File: src/rtl/falafel_pkg.sv
// Shared types for the falafel request arbiter: request entries, core ops, arbitration modes and states.
package falafel_pkg;

   localparam int ID_W   = 4;
   localparam int DATA_W = 8;
   localparam int CNT_W  = 8;

   typedef struct packed {
      logic [ID_W-1:0]   id;
      logic [DATA_W-1:0] data;
   } alloc_entry_t;

   typedef enum logic {
      CORE_OP_ALLOC = 1'b0,
      CORE_OP_FREE  = 1'b1
   } core_op_e;

   typedef struct packed {
      core_op_e     op;
      alloc_entry_t entry;
   } core_req_t;

   typedef enum logic [1:0] {
      ARB_RR         = 2'd0,
      ARB_FREE_PRIO  = 2'd1,
      ARB_ALLOC_PRIO = 2'd2
   } arb_mode_e;

   typedef enum logic [1:0] {
      ARB_IDLE      = 2'd0,
      ARB_ISSUE     = 2'd1,
      ARB_WAIT_DONE = 2'd2
   } arb_state_e;

endpackage

File: src/rtl/falafel_prio_picker.sv
// Combinational two-way grant between alloc and free, plus the starvation-counter update it implies.
// Mode 3 (and any unknown mode) falls back to round-robin.
module falafel_prio_picker
   import falafel_pkg::*;
(
   input  logic             alloc_vld,
   input  logic             free_vld,
   input  logic [1:0]       mode,
   input  core_op_e         last_grant,
   input  logic [CNT_W-1:0] starve_cnt,
   input  logic [CNT_W-1:0] starve_limit,
   output logic             grant_alloc,
   output logic             grant_free,
   output logic             starve_inc,
   output logic             starve_clr
);

   logic starved;
   assign starved = (starve_cnt >= starve_limit);

   always_comb begin
      grant_alloc = 1'b0;
      grant_free  = 1'b0;
      starve_inc  = 1'b0;
      starve_clr  = 1'b0;

      if (alloc_vld && free_vld) begin
         case (mode)
            ARB_FREE_PRIO: begin
               grant_alloc = starved;
               grant_free  = !starved;
            end
            ARB_ALLOC_PRIO: begin
               grant_free  = starved;
               grant_alloc = !starved;
            end
            default: begin
               grant_alloc = (last_grant == CORE_OP_FREE);
               grant_free  = (last_grant != CORE_OP_FREE);
            end
         endcase
      end else begin
         grant_alloc = alloc_vld;
         grant_free  = free_vld;
      end

      // Round-robin has no low-priority side, so the counter is left alone there.
      if (mode == ARB_FREE_PRIO) begin
         starve_clr = grant_alloc;
         starve_inc = grant_free && alloc_vld;
      end else if (mode == ARB_ALLOC_PRIO) begin
         starve_clr = grant_free;
         starve_inc = grant_alloc && free_vld;
      end
   end

endmodule

File: src/rtl/falafel_req_arbiter.sv
// Arbitrates parser alloc/free requests into a single core request stream with one request outstanding.
// Handshake in cycle N presents core_req_val_o in N+1; inputs see rdy only while idle.
module falafel_req_arbiter
   import falafel_pkg::*;
#(
   parameter int DEFAULT_STARVE_LIMIT = 4,
   parameter int ARB_MODE_ADDR        = 0,
   parameter int STARVE_ADDR          = 1
) (
   input  logic                       clk_i,
   input  logic                       rst_ni,
   input  logic                       alloc_req_val_i,
   output logic                       alloc_req_rdy_o,
   input  logic [$bits(alloc_entry_t)-1:0] alloc_req_data_i,
   input  logic                       free_req_val_i,
   output logic                       free_req_rdy_o,
   input  logic [$bits(alloc_entry_t)-1:0] free_req_data_i,
   input  logic                       config_reg_write_i,
   input  logic [DATA_W-1:0]          config_reg_addr_i,
   input  logic [DATA_W-1:0]          config_reg_data_i,
   output logic                       core_req_val_o,
   input  logic                       core_req_rdy_i,
   output logic [$bits(core_req_t)-1:0] core_req_data_o,
   input  logic                       core_done_i,
   output logic                       busy_o
);

   arb_state_e       state_q, state_d;
   core_req_t        req_q;
   core_op_e         last_grant_q;
   logic [1:0]       mode_q;
   logic [CNT_W-1:0] starve_limit_q;
   logic [CNT_W-1:0] starve_cnt_q;

   logic grant_alloc, grant_free, starve_inc, starve_clr;
   logic handshake, mode_wr, limit_wr;
   core_op_e grant_op;

   falafel_prio_picker u_picker (
      .alloc_vld    (alloc_req_val_i),
      .free_vld     (free_req_val_i),
      .mode         (mode_q),
      .last_grant   (last_grant_q),
      .starve_cnt   (starve_cnt_q),
      .starve_limit (starve_limit_q),
      .grant_alloc  (grant_alloc),
      .grant_free   (grant_free),
      .starve_inc   (starve_inc),
      .starve_clr   (starve_clr)
   );

   assign handshake = (state_q == ARB_IDLE) && (grant_alloc || grant_free);
   assign grant_op  = grant_alloc ? CORE_OP_ALLOC : CORE_OP_FREE;
   assign mode_wr   = config_reg_write_i && (config_reg_addr_i == DATA_W'(ARB_MODE_ADDR));
   assign limit_wr  = config_reg_write_i && (config_reg_addr_i == DATA_W'(STARVE_ADDR));

   always_ff @(posedge clk_i) begin
      if (!rst_ni) state_q <= ARB_IDLE;
      else         state_q <= state_d;
   end

   always_comb begin
      state_d         = state_q;
      alloc_req_rdy_o = 1'b0;
      free_req_rdy_o  = 1'b0;
      core_req_val_o  = 1'b0;
      busy_o          = 1'b1;
      case (state_q)
         ARB_IDLE: begin
            busy_o          = 1'b0;
            alloc_req_rdy_o = grant_alloc;
            free_req_rdy_o  = grant_free;
            if (grant_alloc || grant_free) state_d = ARB_ISSUE;
         end
         ARB_ISSUE: begin
            core_req_val_o = 1'b1;
            if (core_req_rdy_i) state_d = ARB_WAIT_DONE;
         end
         ARB_WAIT_DONE: begin
            if (core_done_i) state_d = ARB_IDLE;
         end
         default: state_d = ARB_IDLE;
      endcase
   end

   always_ff @(posedge clk_i) begin
      if (!rst_ni) begin
         req_q          <= '0;
         last_grant_q   <= CORE_OP_FREE;
         mode_q         <= ARB_RR;
         starve_limit_q <= CNT_W'(DEFAULT_STARVE_LIMIT);
         starve_cnt_q   <= '0;
      end else begin
         if (handshake) begin
            req_q.op     <= grant_op;
            req_q.entry  <= grant_alloc ? alloc_entry_t'(alloc_req_data_i)
                                        : alloc_entry_t'(free_req_data_i);
            last_grant_q <= grant_op;
         end
         // A mode change restarts fairness accounting even if a grant lands in the same cycle.
         if (mode_wr)
            starve_cnt_q <= '0;
         else if (handshake && starve_clr)
            starve_cnt_q <= '0;
         else if (handshake && starve_inc && (starve_cnt_q != '1))
            starve_cnt_q <= starve_cnt_q + 1'b1;
         if (mode_wr)  mode_q         <= config_reg_data_i[1:0];
         if (limit_wr) starve_limit_q <= config_reg_data_i[CNT_W-1:0];
      end
   end

   assign core_req_data_o = req_q;

   a_one_rdy: assert property (@(posedge clk_i) disable iff (!rst_ni)
                               !(alloc_req_rdy_o && free_req_rdy_o));

endmodule

File: config.mk
export PLATFORM = sky130hd
export DESIGN_NAME = falafel_req_arbiter
export DESIGN_NICKNAME = d
export VERILOG_FILES = /design/src/rtl/falafel_pkg.sv /design/src/rtl/falafel_prio_picker.sv /design/src/rtl/falafel_req_arbiter.sv
export SDC_FILE = /design/constraint.sdc
export NUM_CORES = 1
export LEC_CHECK = 0
export ABC_AREA = 0
export ABC_CLOCK_PERIOD_IN_PS = 4860
export CORE_MARGIN = 1
export CORE_UTILIZATION = 49
export DETAILED_ROUTE_END_ITERATION = 8
export PLACE_DENSITY = 0.85
export REMOVE_ABC_BUFFERS = 1
export SYNTH_ARGS = -nofsm -noshare
export SYNTH_HDL_FRONTEND = slang
export SYNTH_SLANG_ARGS = --single-unit
File: constraint.sdc
create_clock -name clk_i -period 4.86 [get_ports clk_i]
set_input_delay 0.972 -clock clk_i [delete_from_list [all_inputs] [get_ports clk_i]]
set_output_delay 0.972 -clock clk_i [all_outputs]
set_load 0.01 [all_outputs]
Yosys cells after proc, flatten, opt, wreduce, memory -nomap -nowiden

Index checks and enable logic that the tools add are counted.

Bitwise operators: 2
Equal/unequal tests: 9
Add/sub/neg operators: 1
Reduce and logical (&&, ||, !) cells: 15
Multiplexer cells: 18
$lt $le $gt $ge: 1

Operators with widths:

| cell                                                  | number |
|---|---|
| 2-to-1 mux 12 bit                                     | 1 |
| 2-to-1 mux 1 bit                                      | 11 |
| logical AND 1 bit                                     | 9 |
| adder 8 x 1 -> 8 bit, second input constant           | 1 |
| equality test 8 x 1 -> 1 bit, second input constant   | 1 |
| greater-or-equal comparator 8 bit                     | 1 |
| logical NOT 8 bit                                     | 1 |
| inequality test 8 bit, second input constant          | 1 |
| 2-to-1 mux 2 bit                                      | 3 |
| case mux 2 bit (3 select lines)                       | 1 |
| equality test 2 x 1 -> 1 bit, second input constant   | 2 |
| equality test 2 bit, second input constant            | 2 |
| inequality test 2 bit, second input constant          | 2 |
| case mux 1 bit (2 select lines)                       | 2 |
| AND reduction 3 bit                                   | 1 |
| OR reduction 3 bit                                    | 1 |
| logical NOT 2 bit                                     | 1 |
| inequality test 2 x 1 -> 1 bit, second input constant | 1 |
| inverter 1 bit                                        | 2 |
| logical NOT 1 bit                                     | 1 |
| logical OR 1 bit                                      | 1 |

Input port bits: 47
Output and inout port bits: 17
Bits in registers: 34

Depth between registers and ports, before layout

Depth after elaboration: 9
Mapped depth: 10

Cells and area by module

Synthesis repeated with hierarchy kept, for this count alone.

Cell total of the unflattened synthesis: 218
Area, all modules: 1,995.7 µm²

Modules (own cells, without submodules):

| module              | area an instance (µm²) | times used | cells each |
|---|---|---|---|
| falafel_req_arbiter | 1,554.0                | 1          | 160 |
| falafel_prio_picker | 441.7                  | 1          | 58 |

Worst setup path before layout

Ideal clock, no wire load.

Path type: in2out
Start point: in alloc_req_val_i
End point: out alloc_req_rdy_o
Path slack: 1,705 ps
Buffers on the path: 2
Arrival: 2,183 ps
Required time: 3,888 ps
Stages: 8
Path through: clkbuf_1 inv_1 a21oi_1 o21ai_0 mux2i_2 buf_6 nand2_1 inv_1

Word-level cells in the longest chain between the ends: 3

Ends and longest elaborated chain:

| element            | line                      | source |
|---|---|---|
| start, declared    | falafel_req_arbiter.sv:12 | `input logic alloc_req_val_i,` |
| logical AND 1 bit  | falafel_prio_picker.sv:27 | `if (alloc_vld && free_vld) begin` |
| 2-to-1 mux 1 bit * | falafel_prio_picker.sv:27 |  |
| 2-to-1 mux 1 bit * | falafel_req_arbiter.sv:68 | `case (state_q)` |
| end, declared      | falafel_req_arbiter.sv:13 | `output logic alloc_req_rdy_o,` |

Mark *: on every way between the ends. The rest lies on a longest branch, timed or not.

Final worst setup path

Same ends and word-level chain as after synthesis.

==> metrics.md <==
| Metric | Value |
|---|---|
| Setup TNS | `0 ps` |
| Hold Startpoint | `core_req_data_o[9]` |
| Max Cap Viol | `0` |
| Crit Path Class | `in2out` |
| Startpoint class of the critical path | `input pin` |
| H-tree depth | `2` |
| Post-CTS Setup Bufs | `0` |
| Cells after Synth | `218` |
| Die Area | `0.00417 mm²` |
| I/O Pins | `64` |
| Layout net count | `342` |
| Achievable frequency | `0.246 GHz` |
| Worst reg2reg setup slack | `2370 ps` |
| Buffers on Ports | `63` |
| Gr busiest metal | `met2` |
| Clk root buf | `clkbuf_8` |
| Vias per cell | `5.37` |
| GR Util met3 | `5.81%` |
| FFs w/ async S/R, synth | `0%` |
| Placed Cells | `325` |
| First-pass GRT wire length | `7560 µm` |
| Top Family by Delay on Critical Path | `buffers and inverters` |
| Initial cell density of the core | `51.6%` |
| Crit-path slowest cell | `clkdlybuf4s50_1` |
| Crit path DAT | `3090 ps` |
| Slew Viols, Final | `0` |
| Core region area | `0.00372 mm²` |
| Die width | `64.6 µm` |
| Num CTS Buffers | `5` |
| Met2 Track Usage GR | `42.1%` |
| HPWL after DPL | `3410 µm` |
| Seq/Total Area, Yosys | `35.5%` |
| Distinct cells, synth | `45` |
| Synth Flop Type | `dfxtp_1` |
| Cts hold-fix bufs | `0` |
| Post-DRT Antenna Nets | `0` |
| Initial DRC Count | `102` |
| Final setup vio count | `0` |
| Layout area overhead | `39.0%` |
| Yosys warns | `0` |
| Worst-Margin Slew | `839 ps` |
| Worst Skew | `6.51 ps` |
| Worst-path clk slew | `60 ps` |
| DRC violation count after routing | `0` |
| Crit path cell chain | `clkdlybuf4s50_1, inv_1, a21oi_1, o21ai_0, mux2i_2, buf_4, nand2_1, inv_1, clkdlybuf4s50_1` |
| Final hold violation count | `0` |
| Row Count | `22` |
| RSZ-0062 raised after global routing | `no` |
| Gr usage total | `23.2%` |
| Clock buffer depth | `2` |
| Power Density | `237 mW/mm²` |
| Routed WL | `4410 µm` |
| Hold EP | `core_req_data_o[9]` |
| Number of gates resized after CTS | `0` |
| Rel. slew slack | `43.9%` |
| GPL Wtd Cong | `0.848` |
| Ant diodes | `0` |
| R2R Path End | `core_req_data_o[3]` |
| Buf/Inv on CP | `5` |
| Synthesized area | `0.00192 mm²` |
| Outcome | `completed` |
| DR WL/cell | `13.3 µm` |
| Final non-filler cell total | `332` |
| Clock Sinks | `34` |
| CP max FO | `13` |
| Vias in the first global route | `1747` |
| GR Overflow Total | `0` |
| DR vias | `1782` |
| Worst hold path class | `reg2reg` |
| Initial antenna violation count | `0` |
| R2R depth | `8` |
| Worst EP required | `3890 ps` |
| Post-synthesis register bit count | `34` |
| Worst setup path startpoint | `alloc_req_val_i` |
| Met1 usage | `25.3%` |
| Worst hold stages | `2` |
| Crit end category | `primary output` |
| CTS tree | `yes` |
| Clock Latency Late Sink | `290 ps` |
| Reg2reg start | `mode_q[0]` |
| Period minus WS final | `4070 ps` |
| Maximum vdd drop | `175 µV` |
| Chip Height | `64.6 µm` |
| Pin count of the biggest net entering global routing | `19` |
| Worst path max stage delay | `620 ps` |
| Leakage | `1.10 nW` |
| Tcrit/Tclk final | `83.7%` |
| Post-synth EDFFs | `0` |
| Initial DRT Pass Iterations | `4` |
| Post-Syn Area per Cell | `8.80 µm²` |
| Layout cells sized above 1 | `5.28%` |
## power by group
group | internal [mW] | switching [mW] | leakage [nW]
combinational | 0.0794 | 0.0530 | 0.786
clock | 0.0986 | 0.0980 | 0.0383
sequential | 0.293 | 0.00922 | 0.277
total | 0.471 | 0.160 | 1.10
## worst reg2reg max path: cells and delay by family, from the launching register on
family	cells	cell delay, ps
DFF	1	360
adders and majority gates	1	400
AOI/OAI and AO/OA	2	300
and+or+nand+nor	4	1310
buffers and inverters	1	60
## final cells by class
cell class              instances  area [µm²]
multi-input cells             161        1140
fillers                       297        1050
flip-flops and latches         34         681
repair buffers                 64         638
clock buffers                   7        76.3
inverters                      18        67.6
well taps                      48        60.1
## worst max path at each step
stage / endpoint / slack (ps) / depth (start not counted)
after floorplan: alloc_req_rdy_o / 1640 / 8
after global placement: alloc_req_rdy_o / 860 / 9
after detailed placement: alloc_req_rdy_o / 810 / 9
after CTS: alloc_req_rdy_o / 800 / 9
after global routing: alloc_req_rdy_o / 630 / 9
final: alloc_req_rdy_o / 790 / 9
## state kept, by name, summed over array words and instances, names as in the netlist
signal,count
core_req_data_o,13
starve_cnt_q,8
starve_limit_q,8
mode_q,2
state_q,2
last_grant_q,1
## Yosys cell counts (all sizes together), types with 2 or more instances
library cell  number  share of area (%)
o2111ai            4                1.8
o21ba              2                1.0
a211oi             5                2.2
clkbuf             4               0.78
nand3b             2               0.78
mux2i             26                 14
nor4               3               0.98
dfxtp             34                 35
nand2b             2               0.65
a21o               2               0.78
nor2              10                2.3
nor3               3               0.78
and4               2               0.91
nand3              4                1.0
inv               18                3.5
o31a               2               0.91
o21ai             19                5.0
nor2b             14                4.6
ha                11                7.2
a21oi              9                3.1
nand2             25                4.9
## stage by stage
| step | utilization (%) | hold slack (ps) | setup slack, ps | area, µm² | total power [mW] |
|---|---|---|---|---|---|
| 3_5_place_dp | 69.7 | 443 | 813 | 2590 | 0.441 |
| 5_1_grt | 71.8 | 483 | 629 | 2670 | 0.659 |
| 6_report | 71.8 | 454 | 793 | 2670 | 0.631 |
| 3_3_place_gp | 69.7 | 433 | 858 | 2590 | 0.438 |
| 2_1_floorplan | - | 443 | 1640 | 1890 | 0.357 |
| 4_1_cts | 71.8 | 456 | 799 | 2670 | 0.634 |
## cells by family (layout without fill, tap and decap cells)
kind of cell / Yosys count / in the layout / synth area share (%)
AND/OR/NAND/NOR: 73 / 73 / 20.2
AO/OA/AOI/OAI: 49 / 49 / 17.5
flip-flops: 34 / 34 / 35.5
multiplexers: 27 / 27 / 14.4
buffers and inverters: 23 / 89 / 4.89
adder cells (fa/ha/maj): 11 / 11 / 7.18
XOR/XNOR: 1 / 1 / 0.457
## placed cells by master, fill, tap and decap left out, drive strengths merged, types with 2 or more instances in the layout
cell type      Yosys  final
o2111ai            4      4
clkbuf             4      7
clkdlybuf4s50      0     63
a21o               2      2
o21ba              2      2
and4               2      2
mux2i             26     26
o31a               2      2
inv               18     18
nor4               3      3
nand3              4      4
nand3b             2      2
o21ai             19     19
nor2b             14     14
nand2b             2      2
nand2             25     25
nor2              10     10
a211oi             5      5
ha                11     11
nor3               3      3
dfxtp             34     34
a21oi              9      9
## routing by layer
layer,up-vias,part of all wire [%]
met5,-,0
met4,0,2.0
met3,11,5.3
met2,56,52
met1,811,41
li1,904,-
(Power assumes the default switching activity.)
